### src/rtl/gamepad_event_scheduler.sv
// gamepad_event_scheduler: button edges and auto-repeat -> round-robin -> event FIFO
// Auto-repeat tracker is built only when GAMEPAD_AUTOREPEAT_EN is defined.
module gamepad_event_scheduler #(
  parameter int FIFO_DEPTH   = 4,
  parameter int REPEAT_DELAY = 20,
  parameter int REPEAT_RATE  = 6,
  localparam int AW = $clog2(FIFO_DEPTH),
  localparam int CW = AW + 1
) (
  input  logic          clk,
  input  logic          reset,
  input  logic [11:0]   buttons,
  input  logic          present,
  input  logic          frame_tick,
  output logic          evt_valid,
  input  logic          evt_ready,
  output logic [3:0]    evt_id,
  output logic          evt_repeat,
  output logic [CW-1:0] evt_count
);

  logic [11:0]   btn_q;
  logic [11:0]   btn_prev;
  logic [11:0]   rise;
  logic [11:0]   pend;
  logic [11:0]   pend_rep;
  logic [11:0]   fire_vec;
  logic [11:0]   set_vec;
  logic [11:0]   gnt_vec;
  logic [11:0]   rep_nxt;
  logic [3:0]    last_grant;
  logic [3:0]    gnt_idx;
  logic          gnt_found;
  logic          push;
  logic          pop;
  logic          full;
  logic [4:0]    mem [FIFO_DEPTH];
  logic [4:0]    head;
  logic [AW-1:0] wr_ptr;
  logic [AW-1:0] rd_ptr;
  logic [CW-1:0] count;

  function automatic logic [3:0] rr_idx(
    input logic [3:0] base,
    input int         k
  );
    logic [4:0] s;
    s = {1'b0, base} + 5'(k);
    if (s >= 5'd12) s = s - 5'd12;
    return s[3:0];
  endfunction

  assign rise    = btn_q & ~btn_prev;
  assign set_vec = rise | fire_vec;
  assign full    = (count == CW'(FIFO_DEPTH));
  assign push    = gnt_found & ~full;
  assign pop     = evt_valid & evt_ready;
  assign gnt_vec = push ? (12'b1 << gnt_idx) : '0;

  // a repeat only marks the entry as repeat if nothing was already pending
  assign rep_nxt = (pend_rep & ~rise & ~(fire_vec & ~pend))
                 | (fire_vec & ~pend & ~rise);

  assign head       = mem[rd_ptr];
  assign evt_valid  = (count != '0);
  assign evt_id     = head[3:0];
  assign evt_count  = count;

  // sample buttons, forcing all released while no controller is attached
  always_ff @(posedge clk or posedge reset) begin
    if (reset) begin
      btn_q    <= '0;
      btn_prev <= '0;
    end else begin
      btn_q    <= present ? buttons : '0;
      btn_prev <= btn_q;
    end
  end

  // pending events: a new set beats a grant clear on the same bit
  always_ff @(posedge clk or posedge reset) begin
    if (reset) begin
      pend     <= '0;
      pend_rep <= '0;
    end else if (!present) begin
      pend     <= '0;
      pend_rep <= '0;
    end else begin
      pend     <= (pend & ~gnt_vec) | set_vec;
      pend_rep <= rep_nxt;
    end
  end

  // round-robin search starting just after the last granted button
  always_comb begin
    gnt_found = 1'b0;
    gnt_idx   = '0;
    for (int k = 1; k <= 12; k++) begin
      if (!gnt_found && pend[rr_idx(last_grant, k)]) begin
        gnt_found = 1'b1;
        gnt_idx   = rr_idx(last_grant, k);
      end
    end
  end

  // remember the winner so the next search starts past it
  always_ff @(posedge clk or posedge reset) begin
    if (reset) last_grant <= 4'd11;
    else if (push) last_grant <= gnt_idx;
  end

  // event FIFO with wrapping pointers and an occupancy counter
  always_ff @(posedge clk or posedge reset) begin
    if (reset) begin
      for (int i = 0; i < FIFO_DEPTH; i++) mem[i] <= '0;
      wr_ptr <= '0;
      rd_ptr <= '0;
      count  <= '0;
    end else begin
      if (push) begin
        mem[wr_ptr] <= {pend_rep[gnt_idx], gnt_idx};
        wr_ptr      <= wr_ptr + AW'(1);
      end
      if (pop) rd_ptr <= rd_ptr + AW'(1);
      unique case ({push, pop})
        2'b10:   count <= count + CW'(1);
        2'b01:   count <= count - CW'(1);
        default: ;
      endcase
    end
  end

`ifdef GAMEPAD_AUTOREPEAT_EN
  logic [3:0] rep_btn;
  logic [3:0] rise_hi;
  logic [7:0] rep_timer;
  logic       rep_act;
  logic       rep_fire;

  // highest-numbered button among this cycle's rises
  always_comb begin
    rise_hi = '0;
    for (int i = 0; i < 12; i++) begin
      if (rise[i]) rise_hi = 4'(i);
    end
  end

  assign rep_fire = present & ~(|rise) & rep_act
                  & btn_q[rep_btn] & frame_tick
                  & (rep_timer == 8'd1);
  assign fire_vec = rep_fire ? (12'b1 << rep_btn) : '0;
  assign evt_repeat = head[4];

  // single shared timer following the most recently pressed button
  always_ff @(posedge clk or posedge reset) begin
    if (reset) begin
      rep_btn   <= '0;
      rep_timer <= '0;
      rep_act   <= 1'b0;
    end else if (!present) begin
      rep_act <= 1'b0;
    end else if (|rise) begin
      rep_btn   <= rise_hi;
      rep_timer <= 8'(REPEAT_DELAY);
      rep_act   <= 1'b1;
    end else if (rep_act && !btn_q[rep_btn]) begin
      rep_act <= 1'b0;
    end else if (rep_act && frame_tick) begin
      if (rep_timer == 8'd1) rep_timer <= 8'(REPEAT_RATE);
      else rep_timer <= rep_timer - 8'd1;
    end
  end
`else
  logic unused_ok;

  assign fire_vec   = '0;
  assign evt_repeat = 1'b0;
  assign unused_ok  = ^{frame_tick, head[4],
                        8'(REPEAT_DELAY), 8'(REPEAT_RATE)};
`endif

endmodule
### config.mk
export PLATFORM = sky130hd
export DESIGN_NAME = gamepad_event_scheduler
export DESIGN_NICKNAME = d
export VERILOG_FILES = /design/src/rtl/gamepad_event_scheduler.sv
export SDC_FILE = /design/constraint.sdc
export NUM_CORES = 1
export LEC_CHECK = 0
export CORE_MARGIN = 1
export CORE_UTILIZATION = 35
export DETAILED_ROUTE_END_ITERATION = 10
export SLEW_MARGIN = 15
export SYNTH_ARGS = -nofsm -noshare
export SYNTH_HDL_FRONTEND = slang
export SYNTH_SLANG_ARGS = --single-unit
### constraint.sdc
create_clock -name clk -period 5.85 [get_ports clk]
set_input_delay 0.585 -clock clk [delete_from_list [all_inputs] [get_ports clk]]
set_output_delay 0.585 -clock clk [all_outputs]
set_load 0.01 [all_outputs]
Word-level counts from Yosys, hierarchy flattened
Cells that the tools add are included.
{"block": "word_totals", "output_inout_bits": 9, "elab_cells": 182, "regBits": 79}
{"block": "op_classes", "n_shift": 1, "add_sub_neg": 28, "n_reduce_logical": 25, "n_eq_ne": 3, "order_cmp": 28, "bitwise": 12, "muxes": 73}
{"op": "4-bit two-way mux", "n": 26}
{"op": "4-bit by 5-bit < comparator with 1-bit output (second input constant)", "n": 13}
{"op": "5-bit by 4-bit >= comparator with 1-bit output (second input constant)", "n": 12}
{"op": "1-bit binary-select mux with 4-bit select", "n": 13}
{"op": "12-bit two-way mux", "n": 4}
{"op": "4-bit subtractor (second input constant)", "n": 12}
{"op": "12-bit AND", "n": 3}
{"op": "12-bit inverter", "n": 3}
{"op": "4-bit by 4-bit adder with 5-bit output (second input constant)", "n": 5}
{"op": "1-bit two-way mux", "n": 25}
{"op": "4-bit by 3-bit adder with 5-bit output (second input constant)", "n": 4}
{"op": "20-bit bitwise mux", "n": 1}
{"op": "1-bit logical AND", "n": 12}
{"op": "12-bit OR", "n": 1}
{"op": "1-bit by 4-bit << shifter with 12-bit output (first input constant)", "n": 1}
{"op": "1-bit zero test", "n": 11}
{"op": "4-bit by 2-bit adder with 5-bit output (second input constant)", "n": 2}
{"op": "5-bit binary-select mux with 2-bit select", "n": 1}
{"op": "5-bit demux with 2-bit select", "n": 1}
{"op": "3-bit >= comparator (second input constant)", "n": 2}
{"op": "2-bit inverter with 3-bit output", "n": 2}
{"op": "3-bit one-hot mux with 2 select lines", "n": 1}
{"op": "4-bit by 1-bit adder with 5-bit output (second input constant)", "n": 1}
{"op": "5-bit two-way mux", "n": 1}
{"op": "11 further kinds", "n": 13}

Longest topological paths before layout
Gate-level depths: netlist of the first run.
{"block": "depth", "ltp_word": 45, "depth_mapped": 23, "depth_no_buf": 20}

Worst setup path before layout of the first run
No wires, ideal clock.
{"block": "synth_timing", "path_type": "flip-flop to flip-flop", "startpoint": "reg last_grant[1]", "endpoint": "reg count[2], in the netlist evt_count[2]", "arrival_ps": 5032, "setup_time_ps": 79, "t_required_ps": 5771, "slack_ps": 739, "path_stages_with_launch": 23, "cell_sequence": "dfstp_2 buf_2 clkbuf_1 inv_1 ha_1 xnor2_1 buf_2 ha_1 and2_1 or2_2 o41ai_1 a32oi_1 nor4_4 and4b_1 buf_6 a32oi_2 inv_1 ha_1 inv_1 fa_1 xor2_1 nor2_1 xor2_1"}
{"block": "synth_between", "elab_chain_cells": 42, "elab_cells_between_ends": 111}
{"element": "start, declared", "line_no": "31", "text": "logic [3:0] last_grant;"}
{"element": "start signal, assigned", "line_no": "109", "text": "else if (push) last_grant <= gnt_idx;"}
{"element": "4-bit by 1-bit adder with 5-bit output", "line_no": "48", "text": "s = {1'b0, base} + 5'(k);"}
{"element": "4-bit subtractor or 5-bit by 4-bit >= comparator with 1-bit output (tied branches)", "line_no": "49", "text": "if (s >= 5'd12) s = s - 5'd12;"}
{"element": "4-bit two-way mux", "line_no": "49"}
{"element": "1-bit binary-select mux with 4-bit select", "line_no": "99", "text": "if (!gnt_found && pend[rr_idx(last_grant, k)]) begin"}
{"element": "1-bit two-way mux (implied by the code)", "line_no": "99"}
{"element": "1-bit two-way mux", "line_no": "99"}
{"element": "1-bit zero test", "line_no": "99"}
{"element": "1-bit logical AND", "line_no": "99"}
{"element": "(+26 left out)"}
{"element": "1-bit logical AND", "line_no": "99"}
{"element": "1-bit two-way mux", "line_no": "99"}
{"element": "1-bit zero test", "line_no": "99"}
{"element": "1-bit logical AND", "line_no": "99"}
{"element": "1-bit two-way mux *", "line_no": "99"}
{"element": "1-bit AND *", "line_no": "56", "text": "assign push = gnt_found & ~full;"}
{"element": "2-bit by 1-bit == test with 1-bit output or 2-bit == test (tied branches)", "line_no": "125", "text": "unique case ({push, pop})"}
{"element": "3-bit one-hot mux with 2 select lines or 2-bit nonzero test (tied branches)"}
{"element": "end signal, assigned", "line_no": "126", "text": "2'b10: count <= count + CW'(1);"}
{"element": "end signal, assigned", "line_no": "127", "text": "2'b01: count <= count - CW'(1);"}
{"element": "end, declared", "line_no": "41", "text": "logic [CW-1:0] count;"}
Every way passes the cells marked *; elsewhere a longest branch is shown, timed or not. The select of a mux whose other input is x is not followed.
A chain may end at the register's enable or synchronous reset.

Worst setup path after layout of the first run
{"block": "layout_timing", "startpoint": "reg last_grant[2]", "endpoint": "reg count[2], in the netlist evt_count[2]"}
Same word-level chain as after synthesis.

==> results of run 1 <==
## logic make-up after synthesis
family / count (synthesis) / share of synthesized area, %
AO/OA/AOI/OAI: 168 / 23.5
buffers and inverters: 51 / 4.86
XOR/XNOR: 18 / 3.70
flip-flops: 63 / 29.4
AND/OR/NAND/NOR: 186 / 19.3
adder cells (fa/ha/maj): 29 / 6.88
other: 1 / 0.0697
multiplexers: 42 / 12.4
## worst max-delay path, delay by kind of cell (launching register included)
kind,cells,cell delay [ns]
AO/OA/AOI/OAI,6,1.81
adder cells (fa/ha/maj),4,1.13
buffers and inverters,4,0.71
AND/OR/NAND/NOR,2,0.65
flip-flops,1,0.56
XOR/XNOR,3,0.42
## layout by cell type, fill, tap and decap left out, types with 5 or more instances in the layout
| master | synthesis | layout |
|---|---|---|
| a211oi_1 | 5 | 5 |
| a21oi_1 | 33 | 33 |
| a22o_1 | 5 | 5 |
| a31oi_1 | 8 | 8 |
| a32o_1 | 5 | 5 |
| a41oi_2 | 5 | 5 |
| and2_1 | 20 | 20 |
| buf_4 | 7 | 14 |
| clkbuf_16 | 0 | 9 |
| clkdlybuf4s50_1 | 0 | 23 |
| dfrtp_1 | 60 | 60 |
| ha_1 | 28 | 28 |
| inv_1 | 21 | 20 |
| mux2_2 | 13 | 13 |
| mux2i_1 | 7 | 7 |
| mux4_2 | 15 | 15 |
| nand2_1 | 40 | 40 |
| nand2b_1 | 22 | 22 |
| nand3_1 | 17 | 17 |
| nor2_1 | 24 | 24 |
| nor2b_1 | 12 | 12 |
| nor3_1 | 12 | 12 |
| nor4_1 | 5 | 5 |
| o211ai_1 | 6 | 6 |
| o21a_1 | 5 | 5 |
| o21ai_0 | 27 | 27 |
| o21ai_1 | 7 | 7 |
| xnor2_1 | 10 | 10 |
## sequential cells by signal, summed over array words and instances (netlist names)
register / flops
btn_prev: 12
btn_q: 12
evt_count: 3
last_grant: 4
mem: 16
pend: 12
rd_ptr: 2
wr_ptr: 2
## area by class of cell
class | count | area [sq um]
clock inverter | 3 | 17.5
clock buffer | 13 | 260
inverter | 24 | 90.1
tap | 184 | 230
sequential | 63 | 1580
multi-input combinational | 444 | 3540
fill | 1434 | 8700
timing repair buffer | 37 | 335
## worst max-delay path by stage
stage	to	slack [ns]
4_1_cts	evt_count[2]	0.49
5_1_grt	evt_count[2]	0.08
6_report	evt_count[2]	0.49
3_5_place_dp	evt_count[2]	0.51
2_1_floorplan	evt_count[2]	0.74
3_3_place_gp	evt_count[2]	0.60
## layer usage
| layer | part of all wire (%) | vias to the layer above | wire length [um] |
|---|---|---|---|
| met1 | 46 | 2316 | 6390 |
| met3 | 4.3 | 19 | 608 |
| met2 | 48 | 138 | 6780 |
| met5 | 0 | - | 0 |
| met4 | 1.7 | 0 | 235 |
| li1 | - | 2164 | - |
## through the flow
stage / cells / worst slack [ns] / hold slack [ns] / utilization, % / area [sq um]
after floorplan: 558 / 0.739 / 0.347 / - / 5380
after global placement: 752 / 0.600 / 0.356 / 39.2 / 5780
after detailed placement: 752 / 0.508 / 0.360 / 39.2 / 5780
after CTS: 768 / 0.487 / 0.371 / 41.0 / 6050
after global routing: 768 / 0.0776 / 0.382 / 41.0 / 6050
final: 768 / 0.488 / 0.366 / 41.0 / 6050
==> results.md, run 1 <==
- Critical Path AT: 5.61 ns
- Routed len/inst: 18.3 um
- Synthesis-to-finish area growth: 12.5%
- Post-synthesis cell type count: 96
- Tot GR Track Use: 18.2%
- Yosys reg bits: 63
- Vias in the first global route: 4615
- Routed WL: 14.0 mm
- Hold WC Path Type: flop to flop
- Most common cell in the netlist: dfrtp_1
- CTS tree: built
- Die ar.: 0.0159 sq mm
- Hpwl dp: 10.4 mm
- Routed Antenna Nets: 0
- Hold Crit Depth: 0
- Unrepaired setup endpoints after global routing: false
- Fin. max-slew vios: 0
- Number of synthesized flops with an enable pin: 0
- Worst R2R End: evt_count[2]
- Setup crit end kind: flop
- H-tree levels: 3
- Via count: 4637
- Start point of the critical path: last_grant[2]
- Die Span X: 126 um
- Layer with the highest usage: met2
- R2R Path Start: last_grant[2]
- Antenna violations before repair: 0
- Max Cap Viol: 0
- Worst stage delay on the critical path: 0.56 ns
- GRT Residual Overflow: 0
- Layout cell share with drive strength beyond 1: 15.6%
- M3 GR Usage: 2.51%
- Hold EP: btn_prev[3]
- Synth Warn #: 0
- # IOs: 26
- Nets: 625
- Via density per instance: 6.04
- Largest net degree at the start of global routing: 64
- Slew @ Worst Pin: 0.770 ns
- Setup CP Type: flop to flop
- CTS clk-pin slew, worst paths: 0.05 ns
- Crit path launch type: flop
- GPL Wtd Cong: 0.872
- CP max-delay cell: dfrtp_1
- Clk buf depth: 2
- Core ar.: 0.0148 sq mm
- Initial Util: 36.5%
- Worst skew pair latency: 0.32 ns
- Worst path cell trace: buf_4 -> clkinv_1 -> ha_1 -> a21oi_1 -> xnor2_2 -> ha_1 -> a221oi_1 -> a21oi_1 -> o32a_1 -> a21oi_1 -> and4b_1 -> a32oi_2 -> inv_1 -> ha_1 -> inv_1 -> fa_1 -> xor2_1 -> nor2_1 -> xor2_1
- Post-synth top cells: 60 x dfrtp_1, 40 x nand2_1, 33 x a21oi_1, 28 x ha_1, 27 x o21ai_0
- Final min period: 5.36 ns
- Initial DRC Count: 332
- Top cell type's share of synthesized area: 27.9%
- Met1 usage: 23.7%
- Reg2Reg Depth: 19
- Hold-fix buffers, CTS: 0
- DRC Markers: 0
- Main synth FF type: dfrtp_1
- Relative max-transition margin: 48.7%
- # Post-CTS Setup Buffers: 0
- Row cnt: 44
- Post-Syn Instances: 558
- Outcome: finished, final reports clean
- First-pass GRT wire length: 23.0 mm
- Post-synthesis average cell area: 9.65 sq um
- Number of buffers created by CTS: 9
- Buffers on Ports: 23
- Synth Net Count: 604
- Die Y-Extent: 126 um
- Setup violators final: 0
- Yosys top cell by area: dfrtp_1
- Synth area leaders: dfrtp_1 28%, ha_1 6.5%, mux4_2 6.3%
- Sequential area share after synthesis: 29.4%
- DRT Pass-1 Iters: 7
- Antenna diode count: 0
- Flop-to-flop setup slack: 0.49 ns
- Fraction of registers with async set/reset: 100%
- Crit-path max FO: 10
- CTS sink count: 63
- Root Driver: clkbuf_16
- Clock Skew: 0.00315 ns
- Setup tns final: 0 ns
- M2 GR Usage: 30.9%
- Final count of hold timing violations: 0
- Hold Crit Start: btn_q[3]
- Tcrit/Tclk final: 91.7%
- Worst endpoint required time: 6.09 ns
- Max Clock Freq: 0.186 GHz
- Post-CTS sizing: 0
- Synthesized cell area: 0.00538 sq mm
Power of run 1 is not shown: default switching activity piles up to over one toggle a cycle in this logic, so the estimate is an artifact.
==> inputs of run 2 (changes only) <==
CORE_ASPECT_RATIO = 1.1   (was not set)
==> run 2 against run 1 <==
Worst setup slack improved by 0.020 ns. Clock skew rose by 0.0046 ns. Hold slack improved by 0.0029 ns. Clock-buffer cell count did not move. Non-clock buffer count fell by 1. Sequential cell count did not move. Die area barely moved. Fmax rose by 0.38%. First-iteration DRC count fell by 27%. Global-route usage rose by 0.097 points. Sequential share of layout area fell by 0.17 points. Critical path type unchanged. Largest cell class unchanged.
==> results.md, run 2 (synthesized netlist as in run 1, its figures left out) <==
- WL met2: 6.81 mm (was 6.78 mm)
- Reg2Reg Depth: 18 (was 19)
- Hpwl dp: 10.4 mm (about the same)
- Setup crit end kind: flop (unchanged)
- Unrepaired setup endpoints after global routing: false (unchanged)
- Final min period: 5.34 ns (was 5.36 ns)
- # IOs: 26 (unchanged)
- CTS sink count: 63 (unchanged)
- Hold EP: btn_prev[5] (was btn_prev[3])
- Worst skew pair latency: 0.33 ns (was 0.32 ns)
- Dpl cell area: 0.00578 sq mm (about the same)
- GPL Wtd Cong: 0.946 (was 0.872)
- Worst R2R End: evt_count[2] (unchanged)
- Hold Crit Start: btn_q[5] (was btn_q[3])
- Max Clock Freq: 0.187 GHz (was 0.186 GHz)
- Slew @ Worst Pin: 0.760 ns (was 0.770 ns)
- Die ar.: 0.0159 sq mm (about the same)
- Worst endpoint required time: 6.11 ns (was 6.09 ns)
- Pre-CTS setup slack: 0.501 ns (was 0.508 ns)
- Max Cap Viol: 0 (unchanged)
- Crit-path max FO: 20 (was 10)
- Commonest non-fill, non-tap cell in the layout: dfrtp_1 (unchanged)
- Setup tns final: 0 ns (unchanged)
- Met1 wire length: 5.73 mm (was 6.39 mm)
- Number of buffers created by CTS: 9 (unchanged)
- Setup violators final: 0 (unchanged)
- Relative max-transition margin: 49.3% (was 48.7%)
- Synthesis-to-finish area growth: 13.2% (was 12.5%)
- Row cnt: 47 (was 44)
- Met3 WL post-DR: 645 um (was 608 um)
- Highest metal used: met4 (unchanged)
- First-pass GRT wire length: 23.0 mm (about the same)
- Via count: 4560 (was 4637)
- Routed Antenna Nets: 0 (unchanged)
- Vias in the first global route: 4693 (was 4615)
- H-tree levels: 3 (unchanged)
- Fillers: 1517 (was 1434)
- Via density per instance: 5.85 (was 6.04)
- Hold WC Path Type: flop to flop (unchanged)
- # Post-CTS Setup Buffers: 0 (unchanged)
- Commonest cells after routing, fill and taps aside: 60 x dfrtp_1, 40 x nand2_1, 33 x a21oi_1 (unchanged)
- CTS tree: built (unchanged)
- Initial DRC Count: 241 (was 332)
- Fin. max-slew vios: 0 (unchanged)
- Largest Register: mem (unchanged)
- DRC Markers: 0 (unchanged)
- PnR worst setup slack: 0.508 ns (was 0.488 ns)
- Antenna diode count: 0 (unchanged)
- Die Span X: 120 um (was 126 um)
- DRT Pass-1 Iters: 5 (was 7)
- Largest net degree at the start of global routing: 64 (unchanged)
- Buffers on Ports: 23 (unchanged)
- Max reg flops: 16 (unchanged)
- Clock Skew: 0.00773 ns (was 0.00315 ns)
- Layout cell share with drive strength beyond 1: 15.6% (about the same)
- Final count of hold timing violations: 0 (unchanged)
- Antenna violations before repair: 0 (unchanged)
- Post-route cell area: 0.00609 sq mm (was 0.00605 sq mm)
- Core ar.: 0.0151 sq mm (was 0.0148 sq mm)
- CTS clk-pin slew, worst paths: 0.05 ns (about the same)
- Tcrit/Tclk final: 91.3% (was 91.7%)
- Initial Util: 35.8% (was 36.5%)
- Crit path launch type: flop (unchanged)
- R2R Path Start: last_grant[0] (was last_grant[2])
- Nets: 624 (was 625)
- Hold-fix buffers, CTS: 0 (unchanged)
- Setup CP Type: flop to flop (unchanged)
- Flop-to-flop setup slack: 0.51 ns (was 0.49 ns)
- Clk buf depth: 2 (unchanged)
- Die Y-Extent: 132 um (was 126 um)
- Routed WL: 13.8 mm (was 14.0 mm)
- Critical Path AT: 5.60 ns (was 5.61 ns)
- Tot GR Track Use: 18.3% (was 18.2%)
- Outcome: finished, final reports clean (unchanged)
- GRT Residual Overflow: 0 (unchanged)
- Hold Crit Depth: 0 (unchanged)
- Routed len/inst: 17.8 um (was 18.3 um)
- Root Driver: clkbuf_16 (unchanged)
- Post-CTS sizing: 0 (unchanged)
[run 2: worst max path at each step]
| stage | from | to | slack, ns | cells after the start |
|---|---|---|---|---|
| after floorplan | last_grant[1] | evt_count[2] | 0.74 | 22 |
| after global placement | last_grant[0] | evt_count[2] | 0.62 | 18 |
| after detailed placement | last_grant[0] | evt_count[2] | 0.50 | 18 |
| after CTS | last_grant[0] | evt_count[2] | 0.47 | 18 |
| after global routing | last_grant[0] | evt_count[2] | 0.17 | 18 |
| final | last_grant[0] | evt_count[2] | 0.51 | 18 |
[run 2: routing by layer]
metal  GRT usage [%]  up-vias
li1                -     2150
met1            20.4     2242
met2            31.9      124
met3            4.02       44
met4            10.4        0
met5               0        -
[run 2: worst max-delay path, stage by stage (launching register included)]
cell	delay, ns
dfstp_2	0.75
ha_1	0.52
xnor2_4	0.21
inv_1	0.15
ha_1	0.23
a22o_1	0.25
nor3_2	0.25
mux2_4	0.34
a221o_1	0.46
nor4_4	0.33
and4b_1	0.42
a32oi_2	0.17
inv_1	0.13
ha_1	0.19
inv_1	0.06
fa_1	0.38
xor2_1	0.15
nor2_1	0.12
xor2_1	0.16
[run 2: final cells by class]
type	instances	area, sq um	area share (%)
clock buffers	13	270	4.43
clock inverters	3	40.0	0.657
inverters	24	90.1	1.48
multi-input cells	444	3540	58.1
flip-flops and latches	63	1580	25.9
well taps	196	245	4.02
repair buffers	36	328	5.38
[run 2: through the flow]
stage / hold slack (ns) / std cells / utilization (%)
2_1_floorplan: 0.347 / 558 / -
3_3_place_gp: 0.355 / 763 / 38.4
3_5_place_dp: 0.364 / 763 / 38.4
4_1_cts: 0.375 / 779 / 40.5
5_1_grt: 0.386 / 779 / 40.5
6_report: 0.369 / 779 / 40.5
Power of run 2 is left out for the same reason.
==> inputs of run 3 (changes only) <==
clock period = 5.86 ns   (was 5.85 ns; I/O delays follow)
==> run 3 against run 2 <==
First-iteration DRC count grew 1.2%. Critical path depth unchanged. Cell count fell by 0.26%.
==> results.md, run 3 (synthesized netlist as in run 1, its figures left out) <==
- Routed len/inst: 17.6 um (was 17.8 um)
- Worst endpoint required time: 6.11 ns (about the same)
- Worst R2R End: evt_count[2] (unchanged)
- Hold Crit Depth: 0 (unchanged)
- GPL Wtd Cong: 0.922 (was 0.946)
- DRC Markers: 0 (unchanged)
- Hold Crit Start: btn_q[3] (was btn_q[5])
- GRT Residual Overflow: 0 (unchanged)
- Clk buf depth: 2 (unchanged)
- Initial DRC Count: 244 (was 241)
- Reg2Reg Depth: 18 (unchanged)
- CTS clk-pin slew, worst paths: 0.05 ns (about the same)
- Critical Path AT: 5.72 ns (was 5.60 ns)
- CTS sink count: 63 (unchanged)
- Final count of hold timing violations: 0 (unchanged)
- Tcrit/Tclk final: 93.3% (was 91.3%)
- Max Cap Viol: 0 (unchanged)
- Vias in the first global route: 4583 (was 4693)
- Setup tns final: 0 ns (unchanged)
- Relative max-transition margin: 49.0% (was 49.3%)
- Commonest cells after routing, fill and taps aside: 60 x dfrtp_1, 40 x nand2_1, 33 x a21oi_1 (unchanged)
- Start point of the critical path: last_grant[0] (unchanged)
- Placed cells: 762 (was 763)
- Antenna diode count: 0 (unchanged)
- Die ar.: 0.0159 sq mm (unchanged)
- Root Driver: clkbuf_16 (unchanged)
- Setup crit end kind: flop (unchanged)
- Synthesis-to-finish area growth: 12.5% (was 13.2%)
- Hold WC Path Type: flop to flop (unchanged)
- Die Y-Extent: 132 um (unchanged)
- Slew @ Worst Pin: 0.763 ns (was 0.760 ns)
- Fin. max-slew vios: 0 (unchanged)
- Largest net degree at the start of global routing: 64 (unchanged)
- Buffers on Ports: 23 (unchanged)
- Largest Register: mem (unchanged)
- Hold slack: 0.362 ns (was 0.369 ns)
- Row cnt: 47 (unchanged)
- Setup CP Type: flop to flop (unchanged)
- Fin cells: 777 (was 779)
- Max Clock Freq: 0.183 GHz (was 0.187 GHz)
- Final min period: 5.47 ns (was 5.34 ns)
- Routed Antenna Nets: 0 (unchanged)
- # Post-CTS Setup Buffers: 0 (unchanged)
- Nets: 623 (was 624)
- R2R Path Start: last_grant[0] (unchanged)
- # IOs: 26 (unchanged)
- First-pass GRT wire length: 22.7 mm (was 23.0 mm)
- Number of buffers created by CTS: 9 (unchanged)
- Layout cell share with drive strength beyond 1: 15.1% (was 15.6%)
- Hold-fix buffers, CTS: 0 (unchanged)
- Die Span X: 120 um (unchanged)
- H-tree levels: 3 (unchanged)
- Commonest non-fill, non-tap cell in the layout: dfrtp_1 (unchanged)
- Tot GR Track Use: 18.0% (was 18.3%)
- Initial Util: 35.8% (unchanged)
- Worst skew pair latency: 0.33 ns (about the same)
- Crit path launch type: flop (unchanged)
- Via density per instance: 5.88 (was 5.85)
- Max reg flops: 16 (unchanged)
- Routed WL: 13.6 mm (was 13.8 mm)
- DRT Pass-1 Iters: 7 (was 5)
- Hold EP: btn_prev[3] (was btn_prev[5])
- Flop-to-flop setup slack: 0.39 ns (was 0.51 ns)
- CTS tree: built (unchanged)
- Unrepaired setup endpoints after global routing: false (unchanged)
- Core ar.: 0.0151 sq mm (unchanged)
- Clock Skew: 0.00579 ns (was 0.00773 ns)
- Antenna violations before repair: 0 (unchanged)
- Outcome: finished, final reports clean (unchanged)
- Setup violators final: 0 (unchanged)
- Fin util: 40.2% (was 40.5%)
- Hpwl dp: 10.2 mm (was 10.4 mm)
- Fillers: 1522 (was 1517)
- Via count: 4572 (was 4560)
- Crit-path max FO: 21 (was 20)
run 3: changes by cell type in the layout (fill, tap and decap cells not counted):
cell       previous run  this run
bufinv_16             1         0
buf_4                13        12
clkinv_2              2         0
ha_2                  0         1
ha_1                 28        27
clkbuf_1              1         3
run 3: cell type report:
cell class / instances / area (sq um) / share of cell area (%)
timing repair buffer: 35 / 320 / 5.29
multi-input combinational: 444 / 3540 / 58.5
tap: 196 / 245 / 4.05
inverter: 24 / 90.1 / 1.49
sequential: 63 / 1580 / 26.1
clock buffer: 15 / 278 / 4.59
run 3: how the worst max path moves through the flow:
stage                               to  slack (ns)  cells after the start
after floorplan           evt_count[2]        0.75                     22
after global placement    evt_count[2]        0.43                     18
after detailed placement  evt_count[2]        0.31                     18
after CTS                 evt_count[2]        0.27                     18
after global routing      evt_count[2]        0.08                     18
final                     evt_count[2]        0.39                     18
run 3: critical path, cell delays in order, from the launching register on:
cell	delay, ns
dfstp_2	0.77
buf_4	0.36
a21boi_2	0.11
or2_2	0.33
ha_1	0.18
a22o_1	0.25
nor3_2	0.26
mux2_4	0.34
a221o_1	0.45
nor4_4	0.50
and4b_1	0.44
a32oi_2	0.16
inv_1	0.13
ha_1	0.20
inv_1	0.07
fa_1	0.38
xor2_1	0.16
nor2_1	0.11
xor2_1	0.16
run 3: layer usage:
metal / vias up / wire length, um / global-route usage, %
li1: 2150 / - / -
met3: 42 / 672 / 2.77
met4: 0 / 669 / 11.6
met1: 2229 / 5830 / 22.7
met5: - / 0 / 0
met2: 151 / 6470 / 28.8
run 3: repair_timing:
item | 4_1_cts | 5_1_grt
gates resized for setup | 0 | 1
endpoints found under the setup margin | 0 | 1
endpoints found under the hold margin | 0 | 0
run 3: per-stage QoR:
stage                     area [sq um]  worst slack, ns
final                             6060            0.391
after global routing              6060           0.0788
after CTS                         6050            0.271
after detailed placement          5780            0.307
after global placement            5780            0.427
after floorplan                   5380            0.749
Power of run 3 is left out for the same reason.
